<file path="config.mk">
export PLATFORM = sky130hd
export DESIGN_NAME = issue_scoreboard_flat
export DESIGN_NICKNAME = d
export VERILOG_FILES = /design/src/rtl/issue_scoreboard_if.sv /design/src/rtl/issue_scoreboard.sv /design/src/flat_wrapper.sv
export SDC_FILE = /design/constraint.sdc
export NUM_CORES = 1
export LEC_CHECK = 0
export ABC_AREA = 0
export CORE_ASPECT_RATIO = 2
export CORE_MARGIN = 2
export CORE_UTILIZATION = 50
export CTS_CLUSTER_SIZE = 14
export DETAILED_ROUTE_END_ITERATION = 7
export PLACE_DENSITY = 0.88
export SYNTH_ARGS = -nofsm -noshare
export SYNTH_HDL_FRONTEND = slang
export SYNTH_SLANG_ARGS = --single-unit
</file>
<file path="constraint.sdc">
create_clock -name clk -period 6.5 [get_ports clk]
set_input_delay 0.975 -clock clk [delete_from_list [all_inputs] [get_ports clk]]
set_output_delay 0.975 -clock clk [all_outputs]
set_load 0.005 [all_outputs]
</file>
<file path="src/rtl/issue_scoreboard_if.sv">
// ============================================================================
// issue_scoreboard_if
// Decode-pair, writeback-release and issue/stall signals between the dual-slot
// decoder, the writeback stage and the issue scoreboard.
// Revision: 1.0 - initial release
// ============================================================================
`default_nettype none

interface issue_scoreboard_if #(
  parameter int NREG = 32,
  parameter int NWB  = 2
);
  // Slot 0 decode register contents (raw valid, not stall-gated)
  logic             inst0_valid_i;
  logic             inst0_rs1_valid_i;
  logic             inst0_rs2_valid_i;
  logic             inst0_rs3_valid_i;
  logic [4:0]       inst0_rs1_i;
  logic [4:0]       inst0_rs2_i;
  logic [1:0]       inst0_rd_type_i;
  logic [4:0]       inst0_rd_i;
  // Slot 1 decode register contents
  logic             inst1_valid_i;
  logic             inst1_rs1_valid_i;
  logic             inst1_rs2_valid_i;
  logic             inst1_rs3_valid_i;
  logic [4:0]       inst1_rs1_i;
  logic [4:0]       inst1_rs2_i;
  logic [1:0]       inst1_rd_type_i;
  logic [4:0]       inst1_rd_i;
  // Writeback release ports, port k at wb_rd_i[5k+4:5k]
  logic [NWB-1:0]   wb_valid_i;
  logic [5*NWB-1:0] wb_rd_i;
  // Scoreboard results
  logic             stall_decoder_o;
  logic             issue0_o;
  logic             issue1_o;
  logic [NREG-1:0]  busy_o;

  // Decoder / writeback side
  modport master (
    output inst0_valid_i, inst0_rs1_valid_i, inst0_rs2_valid_i, inst0_rs3_valid_i,
           inst0_rs1_i, inst0_rs2_i, inst0_rd_type_i, inst0_rd_i,
           inst1_valid_i, inst1_rs1_valid_i, inst1_rs2_valid_i, inst1_rs3_valid_i,
           inst1_rs1_i, inst1_rs2_i, inst1_rd_type_i, inst1_rd_i,
           wb_valid_i, wb_rd_i,
    input  stall_decoder_o, issue0_o, issue1_o, busy_o
  );

  // Scoreboard side
  modport slave (
    input  inst0_valid_i, inst0_rs1_valid_i, inst0_rs2_valid_i, inst0_rs3_valid_i,
           inst0_rs1_i, inst0_rs2_i, inst0_rd_type_i, inst0_rd_i,
           inst1_valid_i, inst1_rs1_valid_i, inst1_rs2_valid_i, inst1_rs3_valid_i,
           inst1_rs1_i, inst1_rs2_i, inst1_rd_type_i, inst1_rd_i,
           wb_valid_i, wb_rd_i,
    output stall_decoder_o, issue0_o, issue1_o, busy_o
  );
endinterface

`default_nettype wire

</file>
<file path="src/rtl/issue_scoreboard.sv">
// ============================================================================
// issue_scoreboard
// Tracks pending GPR writes, stalls the decoder on RAW/WAW/serialization
// hazards and splits a hazardous decoded pair into two single issues.
// Revision: 1.0 - initial release
// ============================================================================
`default_nettype none

module issue_scoreboard #(
  parameter int NREG = 32,   // tracked GPRs, at most 32 (5-bit addresses)
  parameter int NWB  = 2
) (
  input  wire logic         clk,
  input  wire logic         rst_n,
  input  wire logic         flush_i,
  issue_scoreboard_if.slave sb
);

  typedef enum logic [0:0] {IDLE = 1'b0, SPLIT = 1'b1} state_e;

  // SPLIT doubles as the split_done flag: slot 0 already issued, slot 1 pending
  state_e          state_q, state_d;
  logic [NREG-1:0] busy_q, busy_d;

  logic [31:0] w_busy;
  logic        w_hz0, w_hz1, w_wr0, w_wr1, w_ser1, w_conflict;
  logic        w_stall, w_iss0, w_iss1;

  // A valid, non-x0 register address that is currently pending a write
  function automatic logic reg_hit(input logic v, input logic [4:0] a,
                                   input logic [31:0] b);
    return v && (a != 5'd0) && b[a];
  endfunction

  // RAW on sources, WAW on a GPR destination, or serializing op behind any busy bit
  function automatic logic slot_hazard(input logic r1v, input logic r2v,
                                       input logic r3v, input logic [4:0] r1,
                                       input logic [4:0] r2, input logic [1:0] rdt,
                                       input logic [4:0] rd, input logic [31:0] b);
    logic ser;
    ser = rdt[1] | r3v;
    return reg_hit(r1v, r1, b) | reg_hit(r2v, r2, b) |
           reg_hit(rdt == 2'b01, rd, b) | (ser && (b != 32'd0));
  endfunction

  // Zero-extend busy so 5-bit addresses always index in range
  always_comb begin
    w_busy = '0;
    w_busy[NREG-1:0] = busy_q;
  end

  // Per-slot hazards and the intra-pair dependency check
  always_comb begin
    w_hz0 = slot_hazard(sb.inst0_rs1_valid_i, sb.inst0_rs2_valid_i, sb.inst0_rs3_valid_i,
                        sb.inst0_rs1_i, sb.inst0_rs2_i, sb.inst0_rd_type_i,
                        sb.inst0_rd_i, w_busy);
    w_hz1 = slot_hazard(sb.inst1_rs1_valid_i, sb.inst1_rs2_valid_i, sb.inst1_rs3_valid_i,
                        sb.inst1_rs1_i, sb.inst1_rs2_i, sb.inst1_rd_type_i,
                        sb.inst1_rd_i, w_busy);
    w_wr0  = (sb.inst0_rd_type_i == 2'b01) && (sb.inst0_rd_i != 5'd0);
    w_wr1  = (sb.inst1_rd_type_i == 2'b01) && (sb.inst1_rd_i != 5'd0);
    w_ser1 = sb.inst1_rd_type_i[1] | sb.inst1_rs3_valid_i;
    w_conflict = w_ser1 ||
                 (w_wr0 && ((sb.inst1_rs1_valid_i && (sb.inst1_rs1_i == sb.inst0_rd_i)) ||
                            (sb.inst1_rs2_valid_i && (sb.inst1_rs2_i == sb.inst0_rd_i)) ||
                            ((sb.inst1_rd_type_i == 2'b01) &&
                             (sb.inst1_rd_i == sb.inst0_rd_i))));
  end

  // Issue/split FSM: next state and issue/stall decisions
  always_comb begin
    state_d = state_q;
    w_stall = 1'b0;
    w_iss0  = 1'b0;
    w_iss1  = 1'b0;
    if (flush_i) begin
      state_d = IDLE;
    end else begin
      unique case (state_q)
        IDLE: begin
          if (sb.inst0_valid_i) begin
            if (w_hz0) begin
              w_stall = 1'b1;
            end else if (!sb.inst1_valid_i || (!w_hz1 && !w_conflict)) begin
              w_iss0 = 1'b1;
              w_iss1 = sb.inst1_valid_i;
            end else begin
              w_iss0  = 1'b1;
              w_stall = 1'b1;
              state_d = SPLIT;
            end
          end else if (sb.inst1_valid_i) begin
            // Lone slot 1: nothing older in the pair, so no conflict term
            if (w_hz1) w_stall = 1'b1;
            else       w_iss1  = 1'b1;
          end
        end
        SPLIT: begin
          // Slot 0 left last cycle; its destination is already in busy_q
          if (sb.inst1_valid_i && w_hz1) begin
            w_stall = 1'b1;
          end else begin
            w_iss1  = sb.inst1_valid_i;
            state_d = IDLE;
          end
        end
        default: state_d = IDLE;
      endcase
    end
  end

  // Busy next state: writeback clears first, then issue sets so a set wins
  always_comb begin
    logic [31:0] nxt;
    nxt = w_busy;
    for (int k = 0; k < NWB; k++) begin
      if (sb.wb_valid_i[k]) nxt[sb.wb_rd_i[5*k +: 5]] = 1'b0;
    end
    if (w_iss0 && w_wr0) nxt[sb.inst0_rd_i] = 1'b1;
    if (w_iss1 && w_wr1) nxt[sb.inst1_rd_i] = 1'b1;
    nxt[0] = 1'b0;
    if (flush_i) nxt = '0;
    busy_d = nxt[NREG-1:0];
  end

  // State and busy registers
  always_ff @(posedge clk or negedge rst_n) begin
    if (!rst_n) begin
      state_q <= IDLE;
      busy_q  <= '0;
    end else begin
      state_q <= state_d;
      busy_q  <= busy_d;
    end
  end

  assign sb.stall_decoder_o = w_stall;
  assign sb.issue0_o        = w_iss0;
  assign sb.issue1_o        = w_iss1;
  assign sb.busy_o          = busy_q;

endmodule

`default_nettype wire
</file>
<file path="src/flat_wrapper.sv">
// flat-port wrapper written by rule: the top's interface ports become plain ports
module issue_scoreboard_flat 
#(
  parameter int NREG = 32,                                                
  parameter int NWB  = 2
)
  (clk, rst_n, flush_i, sb_inst0_valid_i, sb_inst0_rs1_valid_i, sb_inst0_rs2_valid_i, sb_inst0_rs3_valid_i, sb_inst0_rs1_i, sb_inst0_rs2_i, sb_inst0_rd_type_i, sb_inst0_rd_i, sb_inst1_valid_i, sb_inst1_rs1_valid_i, sb_inst1_rs2_valid_i, sb_inst1_rs3_valid_i, sb_inst1_rs1_i, sb_inst1_rs2_i, sb_inst1_rd_type_i, sb_inst1_rd_i, sb_wb_valid_i, sb_wb_rd_i, sb_stall_decoder_o, sb_issue0_o, sb_issue1_o, sb_busy_o);
  issue_scoreboard_if #(.NREG(NREG), .NWB(NWB)) sb_i ();
  input  wire logic clk;
  input  wire logic rst_n;
  input  wire logic flush_i;
  input wire logic [$bits(sb_i.inst0_valid_i)-1:0] sb_inst0_valid_i;
  input wire logic [$bits(sb_i.inst0_rs1_valid_i)-1:0] sb_inst0_rs1_valid_i;
  input wire logic [$bits(sb_i.inst0_rs2_valid_i)-1:0] sb_inst0_rs2_valid_i;
  input wire logic [$bits(sb_i.inst0_rs3_valid_i)-1:0] sb_inst0_rs3_valid_i;
  input wire logic [$bits(sb_i.inst0_rs1_i)-1:0] sb_inst0_rs1_i;
  input wire logic [$bits(sb_i.inst0_rs2_i)-1:0] sb_inst0_rs2_i;
  input wire logic [$bits(sb_i.inst0_rd_type_i)-1:0] sb_inst0_rd_type_i;
  input wire logic [$bits(sb_i.inst0_rd_i)-1:0] sb_inst0_rd_i;
  input wire logic [$bits(sb_i.inst1_valid_i)-1:0] sb_inst1_valid_i;
  input wire logic [$bits(sb_i.inst1_rs1_valid_i)-1:0] sb_inst1_rs1_valid_i;
  input wire logic [$bits(sb_i.inst1_rs2_valid_i)-1:0] sb_inst1_rs2_valid_i;
  input wire logic [$bits(sb_i.inst1_rs3_valid_i)-1:0] sb_inst1_rs3_valid_i;
  input wire logic [$bits(sb_i.inst1_rs1_i)-1:0] sb_inst1_rs1_i;
  input wire logic [$bits(sb_i.inst1_rs2_i)-1:0] sb_inst1_rs2_i;
  input wire logic [$bits(sb_i.inst1_rd_type_i)-1:0] sb_inst1_rd_type_i;
  input wire logic [$bits(sb_i.inst1_rd_i)-1:0] sb_inst1_rd_i;
  input wire logic [$bits(sb_i.wb_valid_i)-1:0] sb_wb_valid_i;
  input wire logic [$bits(sb_i.wb_rd_i)-1:0] sb_wb_rd_i;
  output wire logic [$bits(sb_i.stall_decoder_o)-1:0] sb_stall_decoder_o;
  output wire logic [$bits(sb_i.issue0_o)-1:0] sb_issue0_o;
  output wire logic [$bits(sb_i.issue1_o)-1:0] sb_issue1_o;
  output wire logic [$bits(sb_i.busy_o)-1:0] sb_busy_o;
  assign sb_i.inst0_valid_i = sb_inst0_valid_i;
  assign sb_i.inst0_rs1_valid_i = sb_inst0_rs1_valid_i;
  assign sb_i.inst0_rs2_valid_i = sb_inst0_rs2_valid_i;
  assign sb_i.inst0_rs3_valid_i = sb_inst0_rs3_valid_i;
  assign sb_i.inst0_rs1_i = sb_inst0_rs1_i;
  assign sb_i.inst0_rs2_i = sb_inst0_rs2_i;
  assign sb_i.inst0_rd_type_i = sb_inst0_rd_type_i;
  assign sb_i.inst0_rd_i = sb_inst0_rd_i;
  assign sb_i.inst1_valid_i = sb_inst1_valid_i;
  assign sb_i.inst1_rs1_valid_i = sb_inst1_rs1_valid_i;
  assign sb_i.inst1_rs2_valid_i = sb_inst1_rs2_valid_i;
  assign sb_i.inst1_rs3_valid_i = sb_inst1_rs3_valid_i;
  assign sb_i.inst1_rs1_i = sb_inst1_rs1_i;
  assign sb_i.inst1_rs2_i = sb_inst1_rs2_i;
  assign sb_i.inst1_rd_type_i = sb_inst1_rd_type_i;
  assign sb_i.inst1_rd_i = sb_inst1_rd_i;
  assign sb_i.wb_valid_i = sb_wb_valid_i;
  assign sb_i.wb_rd_i = sb_wb_rd_i;
  assign sb_stall_decoder_o = sb_i.stall_decoder_o;
  assign sb_issue0_o = sb_i.issue0_o;
  assign sb_issue1_o = sb_i.issue1_o;
  assign sb_busy_o = sb_i.busy_o;
  issue_scoreboard #(.NREG(NREG), .NWB(NWB)) u_core (.clk(clk), .rst_n(rst_n), .flush_i(flush_i), .sb(sb_i));
endmodule
</file>
==> results of run 1 <==
sequential cells by signal, summed over array words and instances (netlist names):
signal	count
u_core.sb.busy_o	31
u_core.state_q	1
worst max-delay path: stages:
cell,delay (ns)
clkdlybuf4s50_1,1.18
mux2i_1,0.31
o32ai_1,0.15
o31ai_1,0.31
o2111ai_1,0.47
nand2_1,0.33
a31oi_2,0.14
nor3b_1,0.30
clkdlybuf4s50_1,0.56
per-stage QoR:
stage / hold WS, ns / power, W / util, % / cell area [µm²]
4_1_cts: 0.585 / 0.000620 / 62.1 / 5560
6_report: 0.598 / 0.000625 / 62.2 / 5560
5_1_grt: 0.625 / 0.000646 / 62.2 / 5560
3_3_place_gp: 0.559 / 0.000391 / 60.5 / 5420
3_5_place_dp: 0.565 / 0.000395 / 60.5 / 5420
2_1_floorplan: 0.528 / 0.000322 / - / 4570
logic make-up after synthesis:
group                  Yosys count  share of synthesized area [%]
AO/OA/AOI/OAI                  133                           19.9
flip-flops                      32                           17.5
XOR/XNOR                        15                           2.87
other                            1                         0.0820
AND/OR/NAND/NOR                218                           28.8
buffers and inverters           57                           6.13
multiplexers                    73                           24.7
placed cells by master, fill, tap and decap left out, drive strengths merged, types with 4 or more instances in the layout:
cell	netlist	routed
clkdlybuf4s50	0	90
nor3b	40	40
nand3	37	37
o22ai	37	37
nor3	36	36
mux2i	34	34
dfrtp	32	32
mux4	30	30
o21ai	30	30
a31oi	28	28
nand3b	19	19
nand2	18	18
nor2	15	15
or3	12	12
nor4	12	12
xor2	12	12
buf	24	9
o31ai	9	9
mux2	9	9
or3b	7	7
nor2b	5	5
inv	5	5
a41oi	5	5
clkbuf	28	5
nand2b	4	4
a21oi	4	4
power groups by stage:
| stage | sequential, W | clock [W] | combinational [W] |
|---|---|---|---|
| finish | 0.000204 | 0.000227 | 0.000194 |
| global route | 0.000204 | 0.000237 | 0.000206 |
| CTS | 0.000203 | 0.000227 | 0.000190 |
| detailed placement | 0.000207 | 0 | 0.000189 |
| global placement | 0.000207 | 0 | 0.000184 |
| floorplan | 0.000205 | 0 | 0.000117 |
area by class of cell:
type	count	area share (%)
clock inverters	3	0.337
repair buffers	99	17.4
diodes	1	0.0450
clock buffers	5	2.25
flip-flops and latches	32	14.4
well taps	102	2.29
multi-input cells	440	62.9
inverters	5	0.337
final timing paths:
kind | start | endpoint | slack [ns] | cells past startpoint
worst max-delay path | sb_inst0_rd_i[1] | sb_issue1_o | 0.78 | 9
worst min-delay path | u_core.state_q | u_core.state_q | 0.60 | 1
worst max register to register | u_core.sb.busy_o[8] | u_core.sb.busy_o[10] | 2.64 | 7
worst min register to register | u_core.state_q | u_core.state_q | 0.60 | 1
max in group asynchronous | rst_n | u_core.sb.busy_o[5] | 5.10 | 2
min in group asynchronous | rst_n | u_core.sb.busy_o[6] | 1.09 | 2
per-layer routing:
layer	part of all wire, %	track usage [%]	wire length (µm)
met1	30	41.1	5970
met2	49	65.8	9710
met3	11	9.05	2090
met4	10	30.3	1970
met5	0	0	0
==> flow_summary.yaml, run 1 <==
pwr:
  p_sw_w: 0.000204
  p_leak_nw: 1.88
  p_seq_share_pct: 32.6
  clkPwrFrac_pct: 36.3
  p_per_area_mw_per_mm2: 112
  comb_power_share_pct: 31.1
  ir_drop_mv: 0.118
  p_int_w: 0.000421
  switching_share_pct: 32.6
die:
  chipWidth_um: 71.6
  initial_core_util_pct: 51.1
  core_area_mm2: 0.00895
  die_area_mm2: 0.00997
  io_pins: 92
  rows: 49
  die_h_um: 139
cts:
  clockBufferDepth: 2
  cts-root-buf: "clkbuf_16"
  worstSkewPairLatency_ns: 0.28
  cts_buffers: 5
  cts-resized-gates: 0
  post_cts_buffers: 0
  htreeDepth: 2
  clkSlewWorstSetupHoldPaths_ns: 0.05
  holdBufCountCts: 0
  cts_num_sinks: 32
  cts_tree: "built"
sta:
  finalCritPeriodShare_pct: 88.0
  setup_viol_count_final: 0
  tightest_slew_ns: 1.24
  max_freq_ghz: 0.175
  final_max_slew_viol_count: 0
  min_period_ns: 5.72
  final.setup.tns_ns: 0
  fin_ws_ns: 0.778
  slew_headroom_pct: 17.6
  fin_worst_skew_ns: 0.00446
  hold_viol_final: 0
  rsz0062_at_grt: "false"
place:
  gp_congestion: 1.07
  place_hpwl_mm: 13.9
  numPortBuffers: 90
  dp_cells: 678
  pre_cts_slack_ns: 1.08
routing:
  wl_mm: 19.7
  vias_per_cell: 7.81
  wl_per_cell_um: 28.7
  drc: 0
  detail-route-antenna-nets: 0
  drtPass1Iterations: 5
  vias: 5363
  first_iter_violations: 790
cells_and_area:
  nets: 640
  multiInputGateArea_mm2: 0.00350
  seq_area_um2: 801
  fillers: 786
  drive_gt1_share_pct: 11.6
  fin_cells: 687
  areaGrowthSynthToFinish_pct: 21.7
yosys:
  syn_nets: 586
  ys_seq_area_share_pct: 17.5
  synthArstFlopShare_pct: 100
  synth_edf_count: 0
  ys_seq_elements: 32
  synth_area_mm2: 0.00457
  synthDominantCellAreaShare_pct: 17.5
  synthFlopType: "dfrtp_1"
  synth_area_leaders: "dfrtp_1 18%, mux4_2 13%, mux2i_1 7.4%"
  yosysMostFrequentCell: "nor3b_1"
  yosysWarnings: 0
  syn_inst: 529
  synth_common_cells: "38 x nor3b_1, 37 x nand3_1, 36 x nor3_1, 36 x o22ai_1, 34 x mux2i_1"
  synth_top_area_cell: "dfrtp_1"
  synth_area_per_cell_um2: 8.64
  yosysUniqueCellTypes: 63
worst_setup_path:
  setup.worst_path.end_class: "output port"
  crit_required_ns: 5.52
  cp.arrival_ns: 4.75
  cp_max_fo: 22
  setup.worst_path.class: "input port to output port"
  worst_setup_path_start_kind: "input port"
grt:
  grt.total_usage_pct: 39.3
  grt_pass1_vias: 5337
  grt_pass1_wl_mm: 29.6
  antenna_found_initial: 2
  overflow: 0
  grt_max_degree: 39
flow_run:
  drv_cap: 0
run_status:
  outcome: "complete, no violations"
worst_hold_path:
  hp-class: "flop to flop"
(Power assumes the default switching activity.)
==> run 2: changes to the inputs <==
Settings changed: DONT_BUFFER_PORTS from default to 1, PLACE_DENSITY 0.88 to 0.75.
==> flow_summary.yaml, run 2 (synthesis gave the netlist of run 1 again) <==
worst_setup_path:
  crit_family: "multiplexers"
  regToRegStartpoint: "u_core.sb.busy_o[7]"
  path_cells: "mux4_2, mux4_2, o21ai_2, nand2_1, nor3b_1"
  worst_setup_path_start_kind: "input port"
  cp.arrival_ns: 3.65
  crit_required_ns: 5.52
  critPathSlowestCell: "o21ai_2"
  setup.worst_path.end_class: "output port"
  setup.worst_path.class: "input port to output port"
  cp-startpoint: "sb_inst1_rs2_i[0]"
  cp_max_fo: 26
  path_common_cell: "mux4_2"
  max_stage_delay_ns: 0.80
  cp_num_buf_inv: 0
cells_and_area:
  largest_register_ffs: 31
  drive_gt1_share_pct: 12.7
  fillers: 829
  areaGrowthSynthToFinish_pct: 1.67
  fin_cells: 590
  final_cell_mix: "38 x nor3b_1, 37 x nand3_1, 36 x o22ai_1, 36 x nor3_1, 34 x mux2i_1"
  diodes: 0
  layout_commonest_cell: "nor3b_1"
  final_area_mm2: 0.00465
  nets: 544
cts:
  post_cts_buffers: 0
  htreeDepth: 2
  cts_buffers: 5
  cts-resized-gates: 0
  holdBufCountCts: 0
  cts_num_sinks: 32
  clkSlewWorstSetupHoldPaths_ns: 0.05
  clockBufferDepth: 2
  cts_tree: "built"
  worstSkewPairLatency_ns: 0.28
  cts-root-buf: "clkbuf_16"
place:
  pre_cts_slack_ns: 1.95
  dp_cells: 582
  place_hpwl_mm: 13.2
  gp_congestion: 0.964
  numPortBuffers: 0
  dpl_cell_area_mm2: 0.00448
routing:
  drtPass1Iterations: 8
  vias: 4985
  detail-route-antenna-nets: 0
  first_iter_violations: 739
  wl_per_cell_um: 31.7
  vias_per_cell: 8.45
  wl_mm: 18.7
  drc: 0
sta:
  setup_viol_count_final: 0
  max_freq_ghz: 0.216
  fin_ws_ns: 1.87
  hold_ws_ns: 0.394
  slew_headroom_pct: 30.9
  hold_viol_final: 0
  rsz0062_at_grt: "false"
  final.setup.tns_ns: 0
  fin_worst_skew_ns: 0.00342
  finalCritPeriodShare_pct: 71.2
  final_max_slew_viol_count: 0
  tightest_slew_ns: 1.04
  min_period_ns: 4.63
die:
  io_pins: 92
  chipWidth_um: 71.6
  rows: 49
  die_area_mm2: 0.00997
  die_h_um: 139
  core_area_mm2: 0.00895
  initial_core_util_pct: 51.1
flow_run:
  drv_cap: 0
grt:
  grt.total_usage_pct: 37.1
  overflow: 0
  grt_max_degree: 39
  grt_pass1_wl_mm: 28.0
  antenna_found_initial: 0
  grt_pass1_vias: 4828
pwr:
  p_per_area_mw_per_mm2: 124
  ir_drop_mv: 0.187
  p_leak_nw: 1.52
run_status:
  outcome: "complete, no violations"
worst_hold_path:
  hp-class: "input port to async pin"
## run 2: worst register-to-register path: stages (launching register included)
cell and delay [ns]:
dfrtp_1 0.60, mux4_2 0.55, mux4_2 0.47, o21ai_2 0.80, nand2_1 0.45, o31ai_1 0.40
## run 2: final cells by class
cell class                 count  area [µm²]  share of cell area, %
tap                          102         128                   2.75
multi-input combinational    440        3510                   75.5
inverter                       5        18.8                  0.404
timing repair buffer           3        22.5                  0.485
sequential                    32         801                   17.2
clock inverter                 3        42.5                  0.915
clock buffer                   5         125                   2.69
## run 2: per-stage QoR
stage	total power [W]	util (%)
floorplan	0.000322	-
global placement	0.000308	50.1
detailed placement	0.000312	50.1
CTS	0.000571	51.9
global route	0.000593	51.9
finish	0.000575	51.9
## run 2: where the power goes
| group | internal [W] | total [W] | switching [W] |
|---|---|---|---|
| clock | 0.000180 | 0.000263 | 0.0000830 |
| sequential | 0.000200 | 0.000204 | 0.00000367 |
| combinational | 0.0000461 | 0.000108 | 0.0000623 |
| total | 0.000426 | 0.000575 | 0.000149 |
## run 2: metal layers
layer	vias up	share of wire (%)	global-route usage, %
li1	2045	-	-
met1	2355	30	38.6
met2	432	48	60.8
met3	153	11	10.1
met4	0	11	29.4
met5	-	0	0
## run 2: worst paths after layout
path	end	slack (ns)	cells after the start
setup / recovery	sb_issue1_o	1.87	5
hold / removal	u_core.sb.busy_o[13]	0.39	0
setup reg to reg	u_core.sb.busy_o[18]	3.12	5
hold reg to reg	u_core.state_q	0.59	1
max in group asynchronous	u_core.sb.busy_o[2]	6.02	0
min in group clk	u_core.state_q	0.59	1
